**config.mk**
```make
export PLATFORM = sky130hd
export DESIGN_NAME = calc_sequencer
export DESIGN_NICKNAME = d
export VERILOG_FILES = /design/src/rtl/calc_pkg.sv /design/src/rtl/calc_timeout_timer.sv /design/src/rtl/calc_sequencer.sv
export SDC_FILE = /design/constraint.sdc
export NUM_CORES = 1
export LEC_CHECK = 0
export BUFFER_PORTS_ARGS = -buffer_cell sky130_fd_sc_hd__buf_2
export CORE_ASPECT_RATIO = 1.75
export CORE_UTILIZATION = 50
export CTS_BUF_LIST = sky130_fd_sc_hd__clkbuf_4
export DETAILED_ROUTE_END_ITERATION = 12
export PLACE_DENSITY = 0.79
export SLEW_MARGIN = 20
export SYNTH_ARGS = -nofsm -noshare
export SYNTH_HDL_FRONTEND = slang
export SYNTH_SLANG_ARGS = --single-unit
```
**constraint.sdc**
```tcl
create_clock -name clk -period 2.7 [get_ports clk]
set_input_delay 0.135 -clock clk [delete_from_list [all_inputs] [get_ports clk]]
set_output_delay 0.135 -clock clk [all_outputs]
set_load 0.02 [all_outputs]
```
**src/rtl/calc_pkg.sv**
```systemverilog
// rtl/calc_pkg.sv - shared constants and types for the calculator operand/result sequencer
package calc_pkg;

    typedef logic [2:0] state_t;

    localparam state_t ST_IDLE     = 3'd0;
    localparam state_t ST_RD_A     = 3'd1;
    localparam state_t ST_RD_B     = 3'd2;
    localparam state_t ST_CAP_B    = 3'd3;
    localparam state_t ST_START    = 3'd4;
    localparam state_t ST_WAIT_ALU = 3'd5;
    localparam state_t ST_WR_RES   = 3'd6;

    typedef enum logic [2:0] {
        OP_ADD = 3'd0,
        OP_SUB = 3'd1,
        OP_MUL = 3'd2,
        OP_DIV = 3'd3
    } calc_op_e;

    localparam int ADDR_A   = 0;
    localparam int ADDR_B   = 1;
    localparam int ADDR_RES = 2;

    // Signed range of the 4-digit seven-segment display
    localparam int DEC_MAX = 999;
    localparam int DEC_MIN = -999;

endpackage

```
**src/rtl/calc_timeout_timer.sv**
```systemverilog
// rtl/calc_timeout_timer.sv - loadable down-counter with zero-reached expiry flag
module calc_timeout_timer #(
    parameter int CNT_W = 10
) (
    input  logic             clk,
    input  logic             reset,
    input  logic             i_load,
    input  logic [CNT_W-1:0] i_load_val,
    input  logic             i_dec,
    output logic             o_expired
);

    logic [CNT_W-1:0] r_count;

    always_ff @(posedge clk or posedge reset) begin
        if (reset) begin
            r_count <= '0;
        end else if (i_load) begin
            r_count <= i_load_val;
        end else if (i_dec && (r_count != '0)) begin
            r_count <= r_count - 1'b1;
        end
    end

    assign o_expired = (r_count == '0);

endmodule

```
**src/rtl/calc_sequencer.sv**
```systemverilog
// rtl/calc_sequencer.sv - BRAM port owner sequencing operand reads, ALU launch and result store; CALC_SEQ_SATURATE_EN clamps result
module calc_sequencer
    import calc_pkg::*;
#(
    parameter int DATA_W      = 16,
    parameter int ADDR_W      = 2,
    parameter int OP_W        = 3,
    parameter int TIMEOUT_CYC = 1024
) (
    input  logic              clk,
    input  logic              reset,
    input  logic              i_wr_req,
    input  logic [ADDR_W-1:0] i_wr_addr,
    input  logic [DATA_W-1:0] i_wr_data,
    output logic              o_wr_ack,
    input  logic              i_go,
    input  logic [OP_W-1:0]   i_op,
    output logic              o_bram_en,
    output logic              o_bram_we,
    output logic [ADDR_W-1:0] o_bram_addr,
    output logic [DATA_W-1:0] o_bram_din,
    input  logic [DATA_W-1:0] i_bram_dout,
    output logic              o_alu_start,
    output logic [OP_W-1:0]   o_alu_op,
    output logic [DATA_W-1:0] o_alu_a,
    output logic [DATA_W-1:0] o_alu_b,
    input  logic              i_alu_done,
    input  logic [DATA_W-1:0] i_alu_result,
    input  logic              i_alu_err,
    output logic [DATA_W-1:0] o_result,
    output logic              o_result_valid,
    output logic              o_busy,
    output logic              o_error
);

    localparam int TMR_W = $clog2(TIMEOUT_CYC);

    state_t            r_state;
    logic              r_go_pend;
    logic [OP_W-1:0]   r_op;
    logic [DATA_W-1:0] r_alu_a;
    logic [DATA_W-1:0] r_alu_b;
    logic [DATA_W-1:0] r_res_hold;
    logic [DATA_W-1:0] r_result;
    logic              r_result_valid;
    logic              r_error;

    logic              w_go_start;
    logic              w_slot_ok;
    logic              w_tmr_load;
    logic              w_tmr_dec;
    logic              w_tmr_exp;
    logic [DATA_W-1:0] w_res;

    // A write always wins the IDLE cycle; a go seen alongside it waits in r_go_pend
    assign w_go_start = (r_state == ST_IDLE) && !i_wr_req && (i_go || r_go_pend);
    assign w_slot_ok  = (i_wr_addr == ADDR_W'(ADDR_A)) || (i_wr_addr == ADDR_W'(ADDR_B));
    assign w_tmr_load = (r_state == ST_START);
    assign w_tmr_dec  = (r_state == ST_WAIT_ALU);

`ifdef CALC_SEQ_SATURATE_EN
    always_comb begin
        w_res = i_alu_result;
        if ($signed(i_alu_result) > DEC_MAX) begin
            w_res = DATA_W'(DEC_MAX);
        end else if ($signed(i_alu_result) < DEC_MIN) begin
            w_res = DATA_W'(DEC_MIN);
        end
    end
`else
    assign w_res = i_alu_result;
`endif

    // Loaded with TIMEOUT_CYC-2 so that error rises TIMEOUT_CYC cycles after the start pulse
    calc_timeout_timer #(
        .CNT_W(TMR_W)
    ) u_timer (
        .clk       (clk),
        .reset     (reset),
        .i_load    (w_tmr_load),
        .i_load_val(TMR_W'(TIMEOUT_CYC - 2)),
        .i_dec     (w_tmr_dec),
        .o_expired (w_tmr_exp)
    );

    always_ff @(posedge clk or posedge reset) begin
        if (reset) begin
            r_state        <= ST_IDLE;
            r_go_pend      <= 1'b0;
            r_op           <= '0;
            r_alu_a        <= '0;
            r_alu_b        <= '0;
            r_res_hold     <= '0;
            r_result       <= '0;
            r_result_valid <= 1'b0;
            r_error        <= 1'b0;
        end else begin
            case (r_state)
                ST_IDLE: begin
                    if (w_go_start) begin
                        r_state        <= ST_RD_A;
                        r_go_pend      <= 1'b0;
                        r_error        <= 1'b0;
                        r_result_valid <= 1'b0;
                        if (i_go) begin
                            r_op <= i_op;
                        end
                    end else if (i_wr_req && i_go) begin
                        r_go_pend <= 1'b1;
                        r_op      <= i_op;
                    end
                end
                ST_RD_A: begin
                    r_state <= ST_RD_B;
                end
                ST_RD_B: begin
                    r_alu_a <= i_bram_dout;
                    r_state <= ST_CAP_B;
                end
                ST_CAP_B: begin
                    r_alu_b <= i_bram_dout;
                    r_state <= ST_START;
                end
                ST_START: begin
                    r_state <= ST_WAIT_ALU;
                end
                ST_WAIT_ALU: begin
                    if (i_alu_done) begin
                        if (i_alu_err) begin
                            r_error <= 1'b1;
                            r_state <= ST_IDLE;
                        end else begin
                            r_res_hold <= w_res;
                            r_state    <= ST_WR_RES;
                        end
                    end else if (w_tmr_exp) begin
                        r_error <= 1'b1;
                        r_state <= ST_IDLE;
                    end
                end
                ST_WR_RES: begin
                    r_result       <= r_res_hold;
                    r_result_valid <= 1'b1;
                    r_state        <= ST_IDLE;
                end
                default: begin
                    r_state <= ST_IDLE;
                end
            endcase
        end
    end

    // The IDLE write path is gated by reset so every output is low while reset is held
    always_comb begin
        o_bram_en   = 1'b0;
        o_bram_we   = 1'b0;
        o_bram_addr = '0;
        o_bram_din  = '0;
        o_wr_ack    = 1'b0;
        o_alu_start = 1'b0;
        case (r_state)
            ST_IDLE: begin
                if (i_wr_req && !reset) begin
                    o_bram_en   = 1'b1;
                    o_bram_we   = w_slot_ok;
                    o_bram_addr = i_wr_addr;
                    o_bram_din  = i_wr_data;
                    o_wr_ack    = 1'b1;
                end
            end
            ST_RD_A: begin
                o_bram_en   = 1'b1;
                o_bram_addr = ADDR_W'(ADDR_A);
            end
            ST_RD_B: begin
                o_bram_en   = 1'b1;
                o_bram_addr = ADDR_W'(ADDR_B);
            end
            ST_START: begin
                o_alu_start = 1'b1;
            end
            ST_WR_RES: begin
                o_bram_en   = 1'b1;
                o_bram_we   = 1'b1;
                o_bram_addr = ADDR_W'(ADDR_RES);
                o_bram_din  = r_res_hold;
            end
            default: begin
            end
        endcase
    end

    assign o_alu_op       = r_op;
    assign o_alu_a        = r_alu_a;
    assign o_alu_b        = r_alu_b;
    assign o_result       = r_result;
    assign o_result_valid = r_result_valid;
    assign o_error        = r_error;
    assign o_busy         = (r_state != ST_IDLE);

endmodule

```
==> flow_summary.toml, run 1 <==
[sta]
tightest_slew_ns = 0.587
final-setup-viol-count = 0
setup_ws_ns = 0.163
finClkSkew_ns = 0.00889
period_share_pct = 94.0
hold_violations = 0
min_period_ns = 2.54
hold_slack_ns = 0.0752
slew-limit-headroom_pct = 60.8
drv_slew = 0
rsz0062_at_grt = "no"
fmax_mhz = 394
fin_tns_setup_ns = 0

[layout]
area_growth_pct = 36.0
ff_latch_area_sq_um = 2080
fin_area_sq_um = 4890
multi_input_area_sq_um = 1440
stdcell_count = 528
postLayoutCoreUtil_pct = 70.7
n_antenna_cell = 0
fillCellCount = 502
nets = 499
drive_gt1_share_pct = 52.5

[placed_design]
pre_cts_ws_ns = 0.614
place.gp.congestion = 0.868
dp_hpwl_microns = 5880
placed_area_sq_um = 4370
io_buffers = 134
post-place-cells = 474

[clock_network]
cts_buffers = 9
cts_hold_buf = 38
cts_tree = "done"
clk_latency_ns = 0.43
clkTransAtPathRegs_ns = 0.12
cts.repair.resized = 0
htreeDepth = 3
clockRootBuffer = "clkbuf_4"
clock-sinks = 83
cts_setup_buffers = 0
cts.path.max_buffers = 2

[route]
vias_per_cell = 5.37
totalWireLength_microns = 8750
drc = 0
vias = 2836
drtPass1Iterations = 4
drt_iter0_drc = 156
ant_nets = 0
routedWlPerCell_microns = 16.6

[worst_setup_path]
r2r-end = "u_timer.r_count[6]"
r2r_cells = 6
worstSetupPathType = "flop to primary output"
start_kind = "flop"
slowest_delay_ns = 0.60
r2r_start = "u_timer.r_count[0]"
required_ns = 2.57
arrival_ns = 2.40
ff2ff_setup_slack_ns = 0.69
endpoint_kind = "primary output"
critPathSlowestCell = "dfrtp_1"
cp_max_fo = 19
worstPathCellList = "or3_1 > nor2_4 > buf_4 > nand3b_1 > a21oi_1 > buf_2"

[die]
coreArea_sq_um = 6910
die_h_microns = 114
io_pins = 135
initial_core_util_pct = 52.0
die_area_sq_um = 7540
rows = 40
chipWidth_microns = 66.1

[worst_hold_path]
min_delay_path_depth = 4
hp-class = "primary input to flop"
min_from = "i_alu_err"
hold-path-endpoint = "r_state[2]"

[yosys]
synth.yosys.seq_area_share_pct = 57.8
yosysTopAreaCellShare_pct = 57.8
synth_area_sq_um = 3590
synth.area.top_cells = "dfrtp_1 58%, mux2_2 21%, a22o_1 3.9%"
synth_most_common_cell = "dfrtp_1"
yosys_most_used_dff = "dfrtp_1"
ys_types = 39
synth_top_area_cell = "dfrtp_1"
synth-edff-count = 0
synth_common_cells = "83 x dfrtp_1, 67 x mux2_2, 16 x a22o_1, 10 x nand2_1, 9 x a21oi_1"
synthArstFlopShare_pct = 100
synth_area_per_cell_sq_um = 13.7
yosysWarnings = 0
syn_nets = 322
synthCells = 262
synth-seq-cells = 83

[run_status]
status = "finished, final reports clean"

[pwr]
finalPower_mw = 5.24
powerDensity_nw_per_um2 = 1070
p_leak_nw = 2.37
ir_worst_vdd_v = 0.000700

[flow_run]
cap_violations = 0

[global_route]
grt_pass1_wl_microns = 13600
grt_usage_pct = 24.4
antenna_found_initial = 0
grt_pass1_vias = 2910
grt-ovfl-total = 0
grt_max_degree = 51
-- routing by layer --
| metal | vias to the layer above | global-route usage (%) | routed length, microns |
|---|---|---|---|
| li1 | 1312 | - | - |
| met1 | 1425 | 24.8 | 3170 |
| met2 | 78 | 44.6 | 4970 |
| met3 | 21 | 5.88 | 357 |
| met4 | 0 | 12.6 | 257 |
| met5 | - | 0 | 0 |
-- worst max-delay path by stage --
stage	start	end	cells after the start
final	r_state[0]	o_bram_addr[1]	6
after global routing	r_state[0]	o_bram_addr[1]	6
after CTS	r_state[0]	o_bram_addr[1]	6
after detailed placement	r_state[0]	o_bram_addr[1]	6
after global placement	r_state[0]	o_bram_addr[1]	6
after floorplan	reset	o_alu_a[0]	1
-- power breakdown --
group | switching, mW | internal (mW)
Combinational | 1.32 | 1.05
Sequential | 0.384 | 1.80
Clock | 0.410 | 0.285
Total | 2.11 | 3.13
-- sequential cells by signal (all words and copies together), names as in the netlist --
| register | cells |
|---|---|
| o_alu_op | 3 |
| r_state | 3 |
| r_res_hold | 16 |
| o_result | 16 |
| o_error | 1 |
| r_go_pend | 1 |
| o_alu_a | 16 |
| u_timer.r_count | 10 |
| o_alu_b | 16 |
| o_result_valid | 1 |
-- logic make-up (layout without fill, tap and decap cells) --
logic type | after synthesis | count (layout) | synth area share (%)
AND/OR/NAND/NOR | 42 | 42 | 7.76
XOR/XNOR | 2 | 2 | 0.488
adder cells (fa/ha/maj) | 1 | 1 | 0.348
AO/OA/AOI/OAI | 48 | 48 | 10.1
flip-flops | 83 | 83 | 57.8
multiplexers | 68 | 68 | 21.3
buffers and inverters | 18 | 200 | 2.26
-- layout by cell type, fill, tap and decap left out, drive strengths merged, types with 4 or more instances in the layout --
cell type,count
nand3b,4
buf,140
a21o,5
inv,5
nand2,10
a22o,16
clkbuf,10
mux2,67
clkinv,5
dfrtp,83
o21ai,6
nor2,8
a21oi,9
dlygate4sd3,38
-- layout make-up --
type                            instances  share of cell area (%)
Clock inverter                          6                    1.15
Inverter                                6                   0.487
Clock buffer                           10                    1.54
Timing Repair Buffer                  178                    22.7
Sequential cell                        83                    42.5
Tap cell                               84                    2.15
Multi-Input combinational cell        161                    29.5
-- worst max-delay path: cells and delay by family, from the launching register on --
family                 cells  cell delay, ns
and+or+nand+nor            3            0.79
DFF                        1            0.60
buffers and inverters      2            0.44
AOI/OAI and AO/OA          1            0.15
Power figures use the tool's default switching activity.
==> run 2, diff against run 1 <==
Settings changed: CORE_UTILIZATION 50 to 51, PLACE_DENSITY 0.79 to 0.8.
==> run 2 against run 1 <==
  * Clock-buffer cell count is the same
  * Worst hold slack improved by 0.060 ns
  * Utilization up 0.44 points
  * Sequential power about the same
  * Via count fell by 0.35%
  * Critical path depth is 1 lower
  * Setup slack improved by 0.22 ns
==> flow_summary.toml, run 2 (synthesis gave the netlist of run 1 again) <==
[pwr]
powerDensity_nw_per_um2 = 1070
p_leak_nw = 2.36
finalPower_mw = 5.20
ir_worst_vdd_v = 0.000725

[clock_network]
clk_latency_ns = 0.41
htreeDepth = 3
cts_buffers = 9
clockRootBuffer = "clkbuf_4"
clock-sinks = 83
cts.repair.resized = 0
cts.path.max_buffers = 2
clkTransAtPathRegs_ns = 0.12
cts_tree = "done"

[sta]
final-setup-viol-count = 0
rsz0062_at_grt = "no"
drv_slew = 0
fmax_mhz = 432
hold_slack_ns = 0.136
tightest_slew_ns = 0.900
finClkSkew_ns = 0.0135
fin_tns_setup_ns = 0
period_share_pct = 85.8
slew-limit-headroom_pct = 39.8
hold_violations = 0
min_period_ns = 2.32

[die]
initial_core_util_pct = 52.4
coreArea_sq_um = 6860
die_area_sq_um = 7400
chipWidth_microns = 65.5
rows = 40
die_h_microns = 113
io_pins = 135

[route]
ant_nets = 0
drc = 0
drtPass1Iterations = 4
drt_iter0_drc = 89
vias_per_cell = 5.37
routedWlPerCell_microns = 16.2
vias = 2826
totalWireLength_microns = 8530

[worst_hold_path]
min_from = "i_go"
hold-path-endpoint = "r_state[0]"
hp-class = "primary input to flop"
min_delay_path_depth = 5

[worst_setup_path]
required_ns = 2.57
r2r-end = "o_alu_b[7]"
worstPathCellList = "or3_1 > nor2_4 > buf_12 > a22o_1 > buf_2"
cp_max_fo = 18
start_kind = "flop"
endpoint_kind = "primary output"
critPathSlowestCell = "dfrtp_1"
r2r_start = "r_state[0]"
ff2ff_setup_slack_ns = 0.64
arrival_ns = 2.18
worstSetupPathType = "flop to primary output"
r2r_cells = 2
slowest_delay_ns = 0.58

[placed_design]
dp_hpwl_microns = 5710
io_buffers = 134
place.gp.congestion = 0.830

[global_route]
use_met2_pct = 43.5
grtUsageMet3_pct = 5.14
grt-ovfl-total = 0
antenna_found_initial = 1
met1_usage_pct = 28.5
busiest_layer = "met2"
grt_usage_pct = 25.0
grt_max_degree = 55
grt_pass1_wl_microns = 13900
grt_pass1_vias = 2913

[flow_run]
cap_violations = 0

[run_status]
status = "finished, final reports clean"

[layout]
postLayoutCoreUtil_pct = 71.2
area_growth_pct = 35.8
most-common-layout-cells = "134 x buf_2, 83 x dfrtp_1, 67 x mux2_2"
drive_gt1_share_pct = 52.2
nets = 498
final_common_cell = "buf_2"
## run 2: area by class of cell
type	count	area [sq um]
flip-flops and latches	83	2080
repair buffers	177	1110
clock buffers	10	75.1
clock inverters	4	43.8
multi-input cells	161	1440
fillers	468	1980
diodes	1	2.50
inverters	6	23.8
well taps	84	105
## run 2: metal layers
metal	wire (microns)	share of wire, %
met5	0	0
met4	258	3.0
met3	312	3.7
met1	3210	38
met2	4750	56
## run 2: worst max-delay path by stage
stage / endpoint / cells past startpoint / from
floorplan: o_alu_a[0] / 1 / reset
global placement: o_bram_addr[1] / 5 / r_state[0]
detailed placement: o_bram_addr[1] / 5 / r_state[0]
CTS: o_bram_addr[1] / 5 / r_state[0]
global route: o_bram_din[0] / 5 / r_state[0]
finish: o_bram_din[0] / 5 / r_state[0]
## run 2: timing repair
item	CTS	global route
hold endpoints to repair	82	0
hold buffers	38	0
setup endpoints to repair	0	1
setup buffers	0	1
## run 2: worst max-delay path, delay by kind of cell (launching register included)
kind                   cells  cell delay, ns
and+or+nand+nor            2            0.71
DFF                        1            0.58
buffers and inverters      2            0.32
AOI/OAI and AO/OA          1            0.14
## run 2: metrics by stage
stage / instances / cell area (sq um) / setup slack [ns]
detailed placement: 472 / 4360 / 0.578
global placement: 472 / 4360 / 0.627
finish: 526 / 4880 / 0.384
global route: 526 / 4880 / 0.256
CTS: 524 / 4860 / 0.0928
floorplan: 262 / 3590 / 0.428
## run 2: where the power goes
group | switching (mW) | leakage, nW | internal, mW
Clock | 0.377 | 0.0695 | 0.278
Sequential | 0.394 | 0.976 | 1.80
Combinational | 1.30 | 1.32 | 1.05
Total | 2.07 | 2.36 | 3.13
==> run 3, diff against run 2 <==
Settings changed: CORE_ASPECT_RATIO 1.75 to 0.5.
==> run 3 against run 2 <==
  * Setup slack worse by 0.13 ns
  * Critical path depth stayed put
  * Non-clock buffer count up 1
  * Cell area down 0.13%
  * Final cell count increased by 1.5%
  * Utilization up 1.0 points
  * Clock-buffer cell count rose by 1
  * Worst hold slack got worse by 0.095 ns
  * Sequential power down 2%
  * Highest routed layer unchanged
==> flow_summary.toml, run 3 (synthesis gave the netlist of run 1 again) <==
[sta]
rsz0062_at_grt = "no"
fin_tns_setup_ns = 0
slew-limit-headroom_pct = 51.5
hold_violations = 0
fmax_mhz = 409
min_period_ns = 2.45
period_share_pct = 90.6
tightest_slew_ns = 0.727
final-setup-viol-count = 0
drv_slew = 0
finClkSkew_ns = 0.0110

[route]
drc = 0
routedWlPerCell_microns = 15.3
ant_nets = 0
drtPass1Iterations = 4
vias = 2791
drt_iter0_drc = 107
vias_per_cell = 5.23
totalWireLength_microns = 8150

[worst_setup_path]
cp_max_fo = 19
crit_family = "simple AND/OR/NAND/NOR gates"
worst-path-buf-inv = 1
r2r-end = "u_timer.r_count[6]"
endpoint_kind = "primary output"
r2r_start = "u_timer.r_count[0]"
start_kind = "flop"
r2r_cells = 6
ff2ff_setup_slack_ns = 0.70
worstSetupPathType = "flop to primary output"
slowest_delay_ns = 0.54
worstPathCellList = "or3_1 > nor2_4 > nand3b_1 > a21oi_1 > buf_2"
required_ns = 2.57
arrival_ns = 2.31
critPathSlowestCell = "dfrtp_1"

[pwr]
p_leak_nw = 2.36
ir_worst_vdd_v = 0.000828
powerDensity_nw_per_um2 = 1070

[layout]
fillCellCount = 473
area_growth_pct = 35.7
most-common-layout-cells = "134 x buf_2, 83 x dfrtp_1, 67 x mux2_2"
final_common_cell = "buf_2"
ff_latch_area_sq_um = 2080
multi_input_area_sq_um = 1440
n_antenna_cell = 0
nets = 499
drive_gt1_share_pct = 52.5
fin_area_sq_um = 4870

[clock_network]
cts_buffers = 9
htreeDepth = 3
cts_setup_buffers = 0
cts_hold_buf = 37
cts_tree = "done"
clkTransAtPathRegs_ns = 0.12
clk_latency_ns = 0.42
clockRootBuffer = "clkbuf_4"
cts.path.max_buffers = 2
cts.repair.resized = 0
clock-sinks = 83

[global_route]
antenna_found_initial = 0
grt_max_degree = 62
grt_pass1_vias = 2610
grt_usage_pct = 22.6
grt-ovfl-total = 0
grt_pass1_wl_microns = 12400

[worst_hold_path]
min_delay_path_depth = 3
hold-path-endpoint = "r_state[0]"
min_from = "i_alu_done"
hp-class = "primary input to flop"

[die]
die_h_microns = 61.4
chipWidth_microns = 121
io_pins = 135
die_area_sq_um = 7410
coreArea_sq_um = 6750
rows = 21
initial_core_util_pct = 53.2

[placed_design]
place.gp.congestion = 0.876
dp_hpwl_microns = 5600
io_buffers = 134
placed_area_sq_um = 4380

[run_status]
status = "finished, final reports clean"

[flow_run]
cap_violations = 0
run 3: per-stage QoR:
stage	instances	util [%]	total power, mW	setup slack [ns]	hold WS, ns
CTS	534	72.2	5.25	0.230	0.0122
finish	534	72.2	5.22	0.253	0.0402
detailed placement	483	64.9	4.54	0.713	0.371
global route	534	72.2	5.54	0.104	0.0232
floorplan	262	-	3.73	0.428	0.283
global placement	483	64.9	4.42	0.775	0.369
run 3: cell type report:
class	count	share of cell area, %
sequential	83	42.6
clock buffer	11	1.69
timing repair buffer	178	22.4
clock inverter	3	0.847
multi-input combinational	161	29.5
tap	92	2.36
inverter	6	0.513
run 3: routing by layer:
layer | up-vias | GRT usage [%] | routed length [microns] | share of wire (%)
met5 | - | 0 | 0 | 0
met4 | 0 | 12.5 | 204 | 2.5
met3 | 20 | 5.28 | 316 | 3.9
met2 | 78 | 41.6 | 4430 | 54
met1 | 1373 | 25.7 | 3190 | 39
li1 | 1320 | - | - | -
run 3: power by group:
part	total [mW]	switching [mW]	internal, mW
logic	2.39	1.34	1.05
registers	2.15	0.352	1.80
clock network	0.674	0.383	0.291
run 3: worst min-delay path, delay by kind of cell:
family | cells | cell delay (ns)
compound gates | 1 | 0.08
buf+inv | 1 | 0.11
simple gates | 1 | 0.12
run 3: worst max-delay path by stage:
stage                            start                 end  depth (start not counted)  slack, ns
floorplan                        reset          o_alu_a[0]                          1       0.43
global placement            r_state[2]      o_bram_addr[1]                          5       0.77
detailed placement  u_timer.r_count[0]  u_timer.r_count[6]                          6       0.71
CTS                         r_state[2]      o_bram_addr[1]                          5       0.23
global route                r_state[2]      o_bram_addr[1]                          5       0.10
finish                      r_state[2]      o_bram_addr[1]                          5       0.25
